$ cat src/rtl/uart_pkg.sv
// Shared UART definitions used by the transmitter and its receive-side counterpart.
package uart_pkg;

  typedef enum logic [1:0] {
    IDLE,
    START,
    DATA,
    STOP
  } uart_tx_state_t;

  localparam int DEFAULT_CLKS_PER_BIT = 5208;
  localparam int UART_DATA_BITS       = 8;

endpackage

$ cat src/rtl/uart_tx_if.sv
// Byte push handshake between the MCU core and the UART transmitter.
interface uart_tx_if;
  import uart_pkg::*;

  logic [UART_DATA_BITS-1:0] tx_data;
  logic                      tx_valid;
  logic                      tx_ready;

  modport master (
    output tx_data,
    output tx_valid,
    input  tx_ready
  );

  modport slave (
    input  tx_data,
    input  tx_valid,
    output tx_ready
  );

endinterface

$ cat src/rtl/uart_tx_fifo.sv
// Synchronous circular byte FIFO; full/empty derived from the occupancy count.
module uart_tx_fifo
  import uart_pkg::*;
#(
  parameter int FIFO_DEPTH_LOG2 = 4
) (
  input  logic                      clk,
  input  logic                      reset,
  input  logic                      push,
  input  logic                      pop,
  input  logic [UART_DATA_BITS-1:0] din,
  output logic [UART_DATA_BITS-1:0] dout,
  output logic [FIFO_DEPTH_LOG2:0]  count,
  output logic                      full,
  output logic                      empty
);

  localparam int DEPTH = 1 << FIFO_DEPTH_LOG2;

  logic [UART_DATA_BITS-1:0]  mem [DEPTH];
  logic [FIFO_DEPTH_LOG2-1:0] wr_ptr;
  logic [FIFO_DEPTH_LOG2-1:0] rd_ptr;
  logic                       do_push;
  logic                       do_pop;

  assign full    = (count == DEPTH[FIFO_DEPTH_LOG2:0]);
  assign empty   = (count == '0);
  assign do_push = push && !full;
  assign do_pop  = pop && !empty;
  assign dout    = mem[rd_ptr];

  // Pointers are exactly log2(depth) wide, so they wrap on their own.
  always_ff @(posedge clk) begin
    if (reset) begin
      wr_ptr <= '0;
      rd_ptr <= '0;
      count  <= '0;
    end else begin
      if (do_push) wr_ptr <= wr_ptr + 1'b1;
      if (do_pop)  rd_ptr <= rd_ptr + 1'b1;
      if (do_push && !do_pop)      count <= count + 1'b1;
      else if (!do_push && do_pop) count <= count - 1'b1;
    end
  end

  always_ff @(posedge clk) begin
    if (do_push) mem[wr_ptr] <= din;
  end

endmodule

$ cat src/rtl/uart_tx.sv
// UART transmitter (8 data bits, no parity, 1 or 2 stop bits) fed from a byte FIFO.
//
//   state | meaning
//   IDLE  | line high, waiting for a queued byte
//   START | start bit (low) for one bit period
//   DATA  | eight data bits, LSB first
//   STOP  | stop bit(s), high; chains straight into START if more bytes wait
module uart_tx
  import uart_pkg::*;
#(
  parameter int CLKS_PER_BIT    = DEFAULT_CLKS_PER_BIT,
  parameter int FIFO_DEPTH_LOG2 = 4,
  parameter int STOP_BITS       = 1
) (
  input  logic                     clk,
  input  logic                     reset,
  uart_tx_if.slave                 bus,
  output logic                     TXD,
  output logic                     busy,
  output logic [FIFO_DEPTH_LOG2:0] fifo_count,
  output logic                     overflow,
  input  logic                     overflow_clr
);

  localparam int CNT_W = $clog2(STOP_BITS * CLKS_PER_BIT);
  localparam logic [CNT_W-1:0] BIT_LOAD  = CNT_W'(CLKS_PER_BIT - 1);
  localparam logic [CNT_W-1:0] STOP_LOAD = CNT_W'(STOP_BITS * CLKS_PER_BIT - 1);
  localparam logic [2:0]       LAST_BIT  = 3'(UART_DATA_BITS - 1);

  uart_tx_state_t            state, state_n;
  logic [CNT_W-1:0]          baud_cnt, baud_n;
  logic [2:0]                bit_idx, bit_n;
  logic [UART_DATA_BITS-1:0] shift_reg, shift_n;
  logic                      txd_n;
  logic                      pop;
  logic                      baud_done;
  logic [UART_DATA_BITS-1:0] fifo_dout;
  logic                      fifo_full;
  logic                      fifo_empty;

  uart_tx_fifo #(
    .FIFO_DEPTH_LOG2(FIFO_DEPTH_LOG2)
  ) u_fifo (
    .clk   (clk),
    .reset (reset),
    .push  (bus.tx_valid),
    .pop   (pop),
    .din   (bus.tx_data),
    .dout  (fifo_dout),
    .count (fifo_count),
    .full  (fifo_full),
    .empty (fifo_empty)
  );

  assign bus.tx_ready = !fifo_full;
  assign busy         = (state != IDLE) || !fifo_empty;
  assign baud_done    = (baud_cnt == '0);

  always_ff @(posedge clk) begin
    if (reset) begin
      state     <= IDLE;
      baud_cnt  <= '0;
      bit_idx   <= '0;
      shift_reg <= '0;
      TXD       <= 1'b1;
    end else begin
      state     <= state_n;
      baud_cnt  <= baud_n;
      bit_idx   <= bit_n;
      shift_reg <= shift_n;
      TXD       <= txd_n;
    end
  end

  always_comb begin
    state_n = state;
    baud_n  = baud_cnt;
    bit_n   = bit_idx;
    shift_n = shift_reg;
    txd_n   = TXD;
    pop     = 1'b0;
    case (state)
      IDLE: begin
        if (!fifo_empty) begin
          pop     = 1'b1;
          shift_n = fifo_dout;
          txd_n   = 1'b0;
          baud_n  = BIT_LOAD;
          state_n = START;
        end
      end
      START: begin
        if (baud_done) begin
          txd_n   = shift_reg[0];
          bit_n   = '0;
          baud_n  = BIT_LOAD;
          state_n = DATA;
        end else begin
          baud_n = baud_cnt - 1'b1;
        end
      end
      DATA: begin
        if (baud_done) begin
          if (bit_idx == LAST_BIT) begin
            txd_n   = 1'b1;
            baud_n  = STOP_LOAD;
            state_n = STOP;
          end else begin
            shift_n = shift_reg >> 1;
            txd_n   = shift_reg[1];
            bit_n   = bit_idx + 1'b1;
            baud_n  = BIT_LOAD;
          end
        end else begin
          baud_n = baud_cnt - 1'b1;
        end
      end
      STOP: begin
        // Back-to-back frames: the next start bit follows the stop bit directly.
        if (baud_done) begin
          if (!fifo_empty) begin
            pop     = 1'b1;
            shift_n = fifo_dout;
            txd_n   = 1'b0;
            baud_n  = BIT_LOAD;
            state_n = START;
          end else begin
            state_n = IDLE;
          end
        end else begin
          baud_n = baud_cnt - 1'b1;
        end
      end
      default: state_n = IDLE;
    endcase
  end

  // A push against a full FIFO wins over a same-cycle clear.
  always_ff @(posedge clk) begin
    if (reset)                             overflow <= 1'b0;
    else if (bus.tx_valid && fifo_full)    overflow <= 1'b1;
    else if (overflow_clr)                 overflow <= 1'b0;
  end

endmodule
$ cat src/flat_wrapper.sv
// flat-port wrapper written by rule: the top's interface ports become plain ports
module uart_tx_flat import uart_pkg::*;
#(
  parameter int CLKS_PER_BIT    = DEFAULT_CLKS_PER_BIT,
  parameter int FIFO_DEPTH_LOG2 = 4,
  parameter int STOP_BITS       = 1
)
  (clk, reset, TXD, busy, fifo_count, overflow, overflow_clr, bus_tx_data, bus_tx_valid, bus_tx_ready);
  uart_tx_if bus_i ();
  input  logic clk;
  input  logic reset;
  output logic TXD;
  output logic busy;
  output logic [FIFO_DEPTH_LOG2:0] fifo_count;
  output logic overflow;
  input  logic overflow_clr;
  input wire logic [$bits(bus_i.tx_data)-1:0] bus_tx_data;
  input wire logic [$bits(bus_i.tx_valid)-1:0] bus_tx_valid;
  output wire logic [$bits(bus_i.tx_ready)-1:0] bus_tx_ready;
  assign bus_i.tx_data = bus_tx_data;
  assign bus_i.tx_valid = bus_tx_valid;
  assign bus_tx_ready = bus_i.tx_ready;
  uart_tx #(.CLKS_PER_BIT(CLKS_PER_BIT), .FIFO_DEPTH_LOG2(FIFO_DEPTH_LOG2), .STOP_BITS(STOP_BITS)) u_core (.clk(clk), .reset(reset), .bus(bus_i), .TXD(TXD), .busy(busy), .fifo_count(fifo_count), .overflow(overflow), .overflow_clr(overflow_clr));
endmodule
$ cat config.mk
export PLATFORM = sky130hd
export DESIGN_NAME = uart_tx_flat
export DESIGN_NICKNAME = d
export VERILOG_FILES = /design/src/rtl/uart_pkg.sv /design/src/rtl/uart_tx_if.sv /design/src/rtl/uart_tx_fifo.sv /design/src/rtl/uart_tx.sv /design/src/flat_wrapper.sv
export SDC_FILE = /design/constraint.sdc
export NUM_CORES = 1
export LEC_CHECK = 0
export ABC_AREA = 1
export CAP_MARGIN = 20
export CORE_MARGIN = 5
export CORE_UTILIZATION = 45
export DETAILED_ROUTE_END_ITERATION = 10
export GPL_TIMING_DRIVEN = 0
export HOLD_SLACK_MARGIN = 0.1
export SYNTH_ARGS = -nofsm -noshare
export SYNTH_HDL_FRONTEND = slang
export SYNTH_HIERARCHICAL = 1
export SYNTH_SLANG_ARGS = --single-unit
$ cat constraint.sdc
create_clock -name clk -period 2.3 [get_ports clk]
set_input_delay 0.345 -clock clk [delete_from_list [all_inputs] [get_ports clk]]
set_output_delay 0.345 -clock clk [all_outputs]
set_load 0.05 [all_outputs]
==> reports/qor.csv, run 1 <==
stage,metric,value,unit
status,status,"finished, final reports clean",
die,core_region_area,18100,um2
setup_path,path_max_fanout,5,
clock_network,cts_buffers,17,
power,combPwrFrac,44.5,%
setup_path,r2r-start,u_core/baud_cnt[2]$_SDFF_PP0_,
run,maxCapViolCount,0,
setup_path,regToRegEndpoint,u_core/u_fifo/count[4]$_SDFFE_PP0P_,
die,ioPinCount,21,
global_routing,antenna_found_initial,0,
placed_design,hpwl,13.2,mm
power,p_int,7.18,mW
finish,largest_reg_flops,128,
drt,wl_met2,9.28,mm
power,total_power,12.0,mW
yosys,synth_area_per_cell,8.88,um2
clock_network,tritoncts,yes,
setup_path,path_buf_inv,2,
finish,drive_above_1_share,13.7,%
setup_path,ff2ff_path_depth,14,
setup_path,crit_cells,14,
drt,met3_length,973,um
setup_path,path_cells,nor2_4 > nand2_2 > nor2_4 > nand4_1 > a21oi_4 > nand2_2 > ha_4 > inv_6 > ha_4 > or2_4 > nand3_2 > nand2_1 > o21ai_1 > inv_1,
die,fp.dieArea,21300,um2
clock_network,clkSlewWorstSetupHoldPaths,70,ps
finish,fill_cells,1619,
global_routing,grt_pass1_wl,30.7,mm
clock_network,numClockSinks,173,
die,die_w,146,um
power,clkPwrFrac,22.9,%
clock_network,clockRootBuffer,clkbuf_16,
global_routing,grt_max_degree,17,
drt,first_pass_iters,5,
yosys,synth-seq-area-share,57.2,%
hold_path,hp-class,flip-flop to flip-flop,
finish,area_growth,16.5,%
yosys,postSynthCellCount,934,
global_routing,gr-total-overflow,0,
global_routing,grt_use_total,18.6,%
drt,drt_iter0_drc,426,
setup_path,critPathCaptureType,flip-flop,
sta,setup_ws,25.7,ps
sta,period_share,98.9,%
yosys,syn_area,8300,um2
yosys,syn-num-nets,965,
power,seq_power_share,32.6,%
sta,post-route-min-period,2270,ps
placed_design,place_inst,1183,
yosys,synth_common_cells,"nand2_1, inv_1, nand3_1",
drt,ant_nets,0,
finish,diodes,0,
yosys,ys_ff_latch,173,
placed_design,place_congestion,0.847,
yosys,async_flop_share,0,%
power,ir_drop,0.932,mV
drt,via_count,6201,
hold_path,worstHoldStart,u_core/TXD$_SDFFE_PP1P_,
power,switching_power,4.78,mW
sta,fmax,440,MHz
yosys,synth.most_common_cell,nand2_1,
power,p_leak,4.23,nW
drt,drc,0,
finish,nNetsFinal,1024,
yosys,synth_top_area_cell,edfxtp_1,
drt,vias_per_cell,5.02,
drt,highest_layer,met4,
setup_path,required,2620,ps
yosys,synth_ff_type,edfxtp_1,
yosys,synth_top_area_share,46.3,%
setup_path,slowest_delay,360,ps
clock_network,clk_latency,420,ps
yosys,synthTopCellsByArea,"edfxtp_1, nand2_1, dfxtp_1, nand3_1, inv_1",
yosys,yosysUniqueCellTypes,33,
setup_path,r2r_setup_slack,30,ps
sta,slew_violations,0,
sta,hold_ws,467,ps
drt,wire_per_inst,15.8,um
clock_network,cts_max_path_buffers,2,
die,start_util,45.9,%
placed_design,post-place-ws,-267,ps
yosys,ys_warn_count,6,
sta,tightestPinTransition,945,ps
finish,instances_no_fill,1235,
placed_design,io_buffers,20,
die,num_rows,49,
sta,hold_viol,0,
setup_path,worstPathArrival,2600,ps
setup_path,critPathLaunchType,flip-flop,
power,powerDensity,1240,nW/um2
clock_network,cts_htree_levels,4,
sta,fin_skew,14.7,ps
setup_path,crit_type,flip-flop to flip-flop,
power,netSwitchingFraction,40.0,%
sta,slew_headroom,36.7,%
setup_path,path_delay_family,simple AND/OR/NAND/NOR gates,
yosys,synth-edff-count,128,
sta,grt_setup_unrepaired,true,
hold_path,min_delay_path_depth,2,
global_routing,grt_pass1_vias,5781,
drt,totalWireLength,19.6,mm
clock_network,hold_buffers,0,
sta,final-setup-viol-count,0,
hold_path,worstHoldEndpoint,u_core/TXD$_SDFFE_PP1P_,
drt,met1_length,9.00,mm
setup_path,cp_slowest_cell,dfxtp_4,
sta,setup_tns,0,ps
die,die_y,146,um
## cells by family after synthesis
family | synth area share, %
AND/OR/NAND/NOR | 26.5
buffers and inverters | 9.41
flip-flops | 57.2
AO/OA/AOI/OAI | 3.20
adder cells (fa/ha/maj) | 2.96
XOR/XNOR | 0.739
## how the worst max path moves through the flow
stage / from / end / slack [ps]
finish: u_core/baud_cnt[2]$_SDFF_PP0_ / u_core/u_fifo/count[4]$_SDFFE_PP0P_ / 30
global route: u_core/baud_cnt[2]$_SDFF_PP0_ / u_core/u_fifo/count[4]$_SDFFE_PP0P_ / -150
CTS: u_core/baud_cnt[3]$_SDFF_PP0_ / u_core/u_fifo/count[4]$_SDFFE_PP0P_ / 5
detailed placement: bus_tx_valid / u_core/u_fifo/mem[15][3]$_DFFE_PP_ / -270
global placement: bus_tx_valid / u_core/u_fifo/mem[8][5]$_DFFE_PP_ / -270
floorplan: u_core/u_fifo/count[0]$_SDFFE_PP0P_ / u_core/u_fifo/count[4]$_SDFFE_PP0P_ / 10
## metal layers
| metal | vias up | GRT usage [%] |
|---|---|---|
| met5 | - | 0 |
| met4 | 0 | 5.41 |
| met3 | 17 | 3.08 |
| met2 | 153 | 30.5 |
| met1 | 2914 | 25.6 |
| li1 | 3117 | - |
## stage by stage
stage / cell area (um2) / utilization (%)
floorplan: 8350 / -
global placement: 8840 / 48.9
detailed placement: 8840 / 48.9
CTS: 9560 / 52.9
global route: 9660 / 53.4
finish: 9660 / 53.4
## power groups by stage
stage | registers (mW) | clock network [mW] | logic [mW]
3_3_place_gp | 3.95 | 0 | 4.73
4_1_cts | 3.89 | 2.80 | 5.07
5_1_grt | 3.93 | 2.95 | 5.89
6_report | 3.90 | 2.74 | 5.32
3_5_place_dp | 3.96 | 0 | 4.77
2_1_floorplan | 4.06 | 0 | 3.41
## layout by cell type, fill, tap and decap left out, types with 2 or more instances in the layout
master	Yosys	layout
a21oi_1	26	24
a21oi_4	0	2
buf_2	15	14
buf_4	1	22
buf_6	8	8
clkbuf_1	6	6
clkbuf_16	0	17
clkdlybuf4s50_1	0	19
clkinv_1	0	2
dfxtp_1	45	29
dfxtp_2	0	7
dfxtp_4	0	9
edfxtp_1	128	128
ha_1	18	14
ha_4	0	4
inv_1	149	143
inv_2	4	8
inv_6	0	8
nand2_1	260	259
nand2_2	3	4
nand2_4	4	4
nand3_1	136	135
nand3_2	2	2
nand3_4	1	2
nand4_1	6	6
nor2_1	72	71
nor2_2	6	3
nor2_4	4	8
o21ai_0	20	18
o21ai_1	0	2
or2_2	4	3
xor2_1	6	6
## tightest hold or removal path, delay by kind of cell, from the launching register on
kind	cells	cell delay, ps
DFF	1	330
and+or+nand+nor	2	110
## timing repair
item                       CTS  global route
gates resized for setup     24            14
hold endpoints to repair     0             0
pin swaps                   10            14
setup endpoints to repair    5             4
setup buffers               13             7
## layout make-up
class	instances	area [um2]	share of cell area (%)
timing repair buffer	40	352	3.64
sequential	173	4790	49.5
clock buffer	18	429	4.44
inverter	153	582	6.02
multi-input combinational	576	2890	29.9
buffer	32	210	2.18
clock inverter	14	131	1.36
tap	229	287	2.97
Power figures use the tool's default switching activity.
==> inputs of run 2 (changes only) <==
--- a/config.mk
+++ b/config.mk
@@ -5,9 +5,8 @@
 export SDC_FILE = /design/constraint.sdc
 export NUM_CORES = 1
 export LEC_CHECK = 0
-export ABC_AREA = 1
 export CAP_MARGIN = 20
-export CORE_MARGIN = 5
+export CORE_MARGIN = 3
 export CORE_UTILIZATION = 45
 export DETAILED_ROUTE_END_ITERATION = 10
 export GPL_TIMING_DRIVEN = 0
==> run 2 against run 1 <==
  * The run now ends with setup timing left
  * First-iteration DRC count is 20% lower
  * Global-route usage shrank 0.25 points
  * Synthesized cell count is 46% lower
  * Utilization rose by 2.7 points
  * Total power fell by 6.8%
  * Wire length down 18%
  * Non-clock buffer count grew 6
  * Critical path type unchanged
  * Highest routed layer unchanged
==> reports/qor.csv, run 2 <==
stage,metric,value,unit,change
status,status,"finished, violations left",,
status,violations,setup timing,,
finish,largest_reg_flops,128,,unchanged
drt,via_count,4568,,-26%
finish,area_growth,21.1,%,
clock_network,clk_latency,430,ps,about the same
sta,slew_headroom,46.0,%,+9.2 points
setup_path,worstPathArrival,3230,ps,+630 ps
setup_path,critPathLaunchType,flip-flop,,
clock_network,cts_htree_levels,4,,unchanged
placed_design,io_buffers,20,,unchanged
global_routing,grt_use_total,18.4,%,-0.25 points
power,powerDensity,1240,nW/um2,+0.41%
clock_network,tritoncts,yes,,
setup_path,ff2ff_path_depth,13,,-1
power,combPwrFrac,40.0,%,-4.5 points
sta,fin_skew,11.4,ps,-3.34 ps
hold_path,worstHoldStart,u_core/overflow$_SDFFE_PP0P_,,
global_routing,antenna_found_initial,0,,unchanged
power,switching_power,3.90,mW,-18%
global_routing,grt_max_degree,18,,+1
finish,fill_cells,1302,,-20%
yosys,yosysUniqueCellTypes,57,,+73%
sta,final-setup-viol-count,4,,+4
yosys,ys_ff_latch,173,,unchanged
finish,diodes,0,,unchanged
drt,totalWireLength,16.0,mm,-18%
die,die_w,134,um,-7.8%
setup_path,crit_type,flip-flop to flip-flop,,
finish,final_cell_mix,"edfxtp_1, nor2_1, dfxtp_1, buf_4, mux4_2",,
die,die_y,134,um,-7.8%
yosys,ys_warn_count,6,,unchanged
yosys,synth-seq-area-share,64.0,%,+6.8 points
setup_path,critPathCaptureType,flip-flop,,
hold_path,hp-class,flip-flop to flip-flop,,
yosys,postSynthCellCount,507,,-46%
setup_path,path_max_fanout,5,,unchanged
yosys,synth-edff-count,128,,unchanged
yosys,synth_area_per_cell,14.6,um2,+65%
die,start_util,46.3,%,+0.46 points
power,ir_drop,0.609,mV,-35%
die,core_region_area,16000,um2,-12%
sta,fmax,343,MHz,-22%
yosys,synth_common_cells,"edfxtp_1, nor2_1, dfxtp_1",,
global_routing,grt_pass1_vias,4538,,-22%
drt,first_pass_iters,5,,unchanged
hold_path,worstHoldEndpoint,u_core/overflow$_SDFFE_PP0P_,,
sta,period_share,127,%,+28 points
power,p_leak,3.09,nW,-27%
power,p_int,7.25,mW,+0.98%
global_routing,grt_pass1_wl,25.1,mm,-18%
sta,post-route-min-period,2920,ps,+645 ps
yosys,synthTopCellsByArea,"edfxtp_1, dfxtp_1, mux4_2, ha_1, nor2_1",,
sta,hold_viol,0,,unchanged
drt,ant_nets,0,,unchanged
clock_network,clockRootBuffer,clkbuf_16,,
setup_path,required,2610,ps,about the same
die,ioPinCount,21,,unchanged
clock_network,clkSlewWorstSetupHoldPaths,70,ps,about the same
placed_design,place_congestion,0.891,,+5.1%
sta,grt_setup_unrepaired,true,,
die,fp.dieArea,18000,um2,-15%
run,maxCapViolCount,0,,unchanged
yosys,synth_top_area_cell,edfxtp_1,,
sta,tightestPinTransition,807,ps,-138 ps
sta,slew_violations,0,,unchanged
drt,vias_per_cell,5.67,,+13%
finish,drive_above_1_share,28.3,%,+15 points
setup_path,regToRegEndpoint,u_core/u_fifo/count[4]$_SDFFE_PP0P_,,
sta,setup_ws,-619,ps,-645 ps
drt,drt_iter0_drc,341,,-20%
yosys,synth_ff_type,edfxtp_1,,
yosys,async_flop_share,0,%,unchanged
drt,drc,0,,unchanged
clock_network,numClockSinks,173,,unchanged
clock_network,cts_buffers,17,,unchanged
global_routing,gr-total-overflow,0,,unchanged
yosys,synth_top_area_share,51.9,%,+5.5 points
finish,final_common_cell,edfxtp_1,,
drt,wire_per_inst,19.8,um,+25%
yosys,synth.most_common_cell,edfxtp_1,,
power,netSwitchingFraction,35.0,%,-5.0 points
clock_network,hold_buffers,0,,unchanged
setup_path,r2r-start,u_core/baud_cnt[8]$_SDFF_PP0_,,
power,seq_power_share,35.2,%,+2.6 points
yosys,syn-num-nets,538,,-44%
power,clkPwrFrac,24.7,%,+1.8 points
placed_design,dpl_cell_area,8020,um2,-9.3%
setup_path,r2r_setup_slack,-620,ps,-650 ps
yosys,syn_area,7410,um2,-11%
die,num_rows,46,,-6.1%
placed_design,hpwl,10.4,mm,-21%
power,total_power,11.2,mW,-6.8%
clock_network,cts_max_path_buffers,2,,unchanged
finish,nNetsFinal,608,,-41%
finish,final_area,8970,um2,-7.1%
hold_path,min_delay_path_depth,2,,unchanged
[run 2: layout make-up]
cell class	instances	area (um2)	share of cell area, %
flip-flops and latches	173	4770	53.1
multi-input cells	293	2700	30.1
repair buffers	55	468	5.21
clock buffers	19	453	5.05
well taps	216	270	3.01
plain buffers	23	131	1.46
clock inverters	13	123	1.37
inverters	14	62.6	0.697
[run 2: power by group through the flow]
stage | logic [mW] | clock network (mW) | registers (mW)
2_1_floorplan | 2.74 | 0 | 4.05
3_3_place_gp | 3.64 | 0 | 3.97
3_5_place_dp | 3.71 | 0 | 3.98
4_1_cts | 4.14 | 2.82 | 3.92
5_1_grt | 4.84 | 2.95 | 3.97
6_report | 4.46 | 2.76 | 3.93
[run 2: kinds of logic (layout without fill, tap and decap cells)]
family / after synthesis / after routing / synth area share, %
DFF: 173 / 173 / 64.0
and+or+nand+nor: 138 / 138 / 9.35
AOI/OAI and AO/OA: 84 / 84 / 8.63
muxes: 44 / 44 / 11.4
buffers and inverters: 41 / 124 / 2.38
adders and majority gates: 19 / 19 / 3.31
xor gates and xnor gates: 8 / 8 / 0.945
[run 2: worst max path at each step]
stage | slack [ps] | endpoint | start
4_1_cts | -640 | u_core/u_fifo/count[4]$_SDFFE_PP0P_ | u_core/baud_cnt[7]$_SDFF_PP0_
2_1_floorplan | -620 | u_core/u_fifo/count[4]$_SDFFE_PP0P_ | u_core/baud_cnt[1]$_SDFF_PP0_
5_1_grt | -690 | u_core/u_fifo/count[4]$_SDFFE_PP0P_ | u_core/baud_cnt[1]$_SDFF_PP0_
3_5_place_dp | -1030 | u_core/u_fifo/count[4]$_SDFFE_PP0P_ | u_core/baud_cnt[1]$_SDFF_PP0_
3_3_place_gp | -1030 | u_core/u_fifo/count[4]$_SDFFE_PP0P_ | u_core/baud_cnt[1]$_SDFF_PP0_
6_report | -620 | u_core/u_fifo/count[4]$_SDFFE_PP0P_ | u_core/baud_cnt[8]$_SDFF_PP0_
[run 2: repair_timing]
action,CTS,global route
setup endpoints to repair,20,97
buffers inserted,19,12
resized for setup,32,33
pin swaps,9,6
[run 2: worst max-delay path, stage by stage (launching register included)]
cell	delay, ps
dfxtp_2	330
nor4_4	340
buf_4	170
and3_4	190
nand2_4	60
a211oi_4	310
o21ai_4	130
ha_4	190
inv_6	80
ha_4	210
a21oi_4	130
a211oi_1	80
a31oi_1	230
mux2_2	360
[run 2: stage by stage]
stage                     TNS [ps]  setup WS, ps  instances  hold slack [ps]  utilization [%]
final                        -1890          -619        806              472             56.1
after global routing         -2350          -690        806              514             56.1
after CTS                    -1780          -639        794              474             55.0
after detailed placement    -14920         -1030        747              469             50.1
after global placement      -23290         -1030        743              458             50.0
after floorplan              -1800          -616        507              444                -
[run 2: metal layers]
metal	up-vias	GRT usage [%]	routed length, um
met1	2360	25.0	7200
li1	2107	-	-
met4	0	4.75	163
met3	12	4.35	607
met2	89	30.0	7990
met5	-	0	0
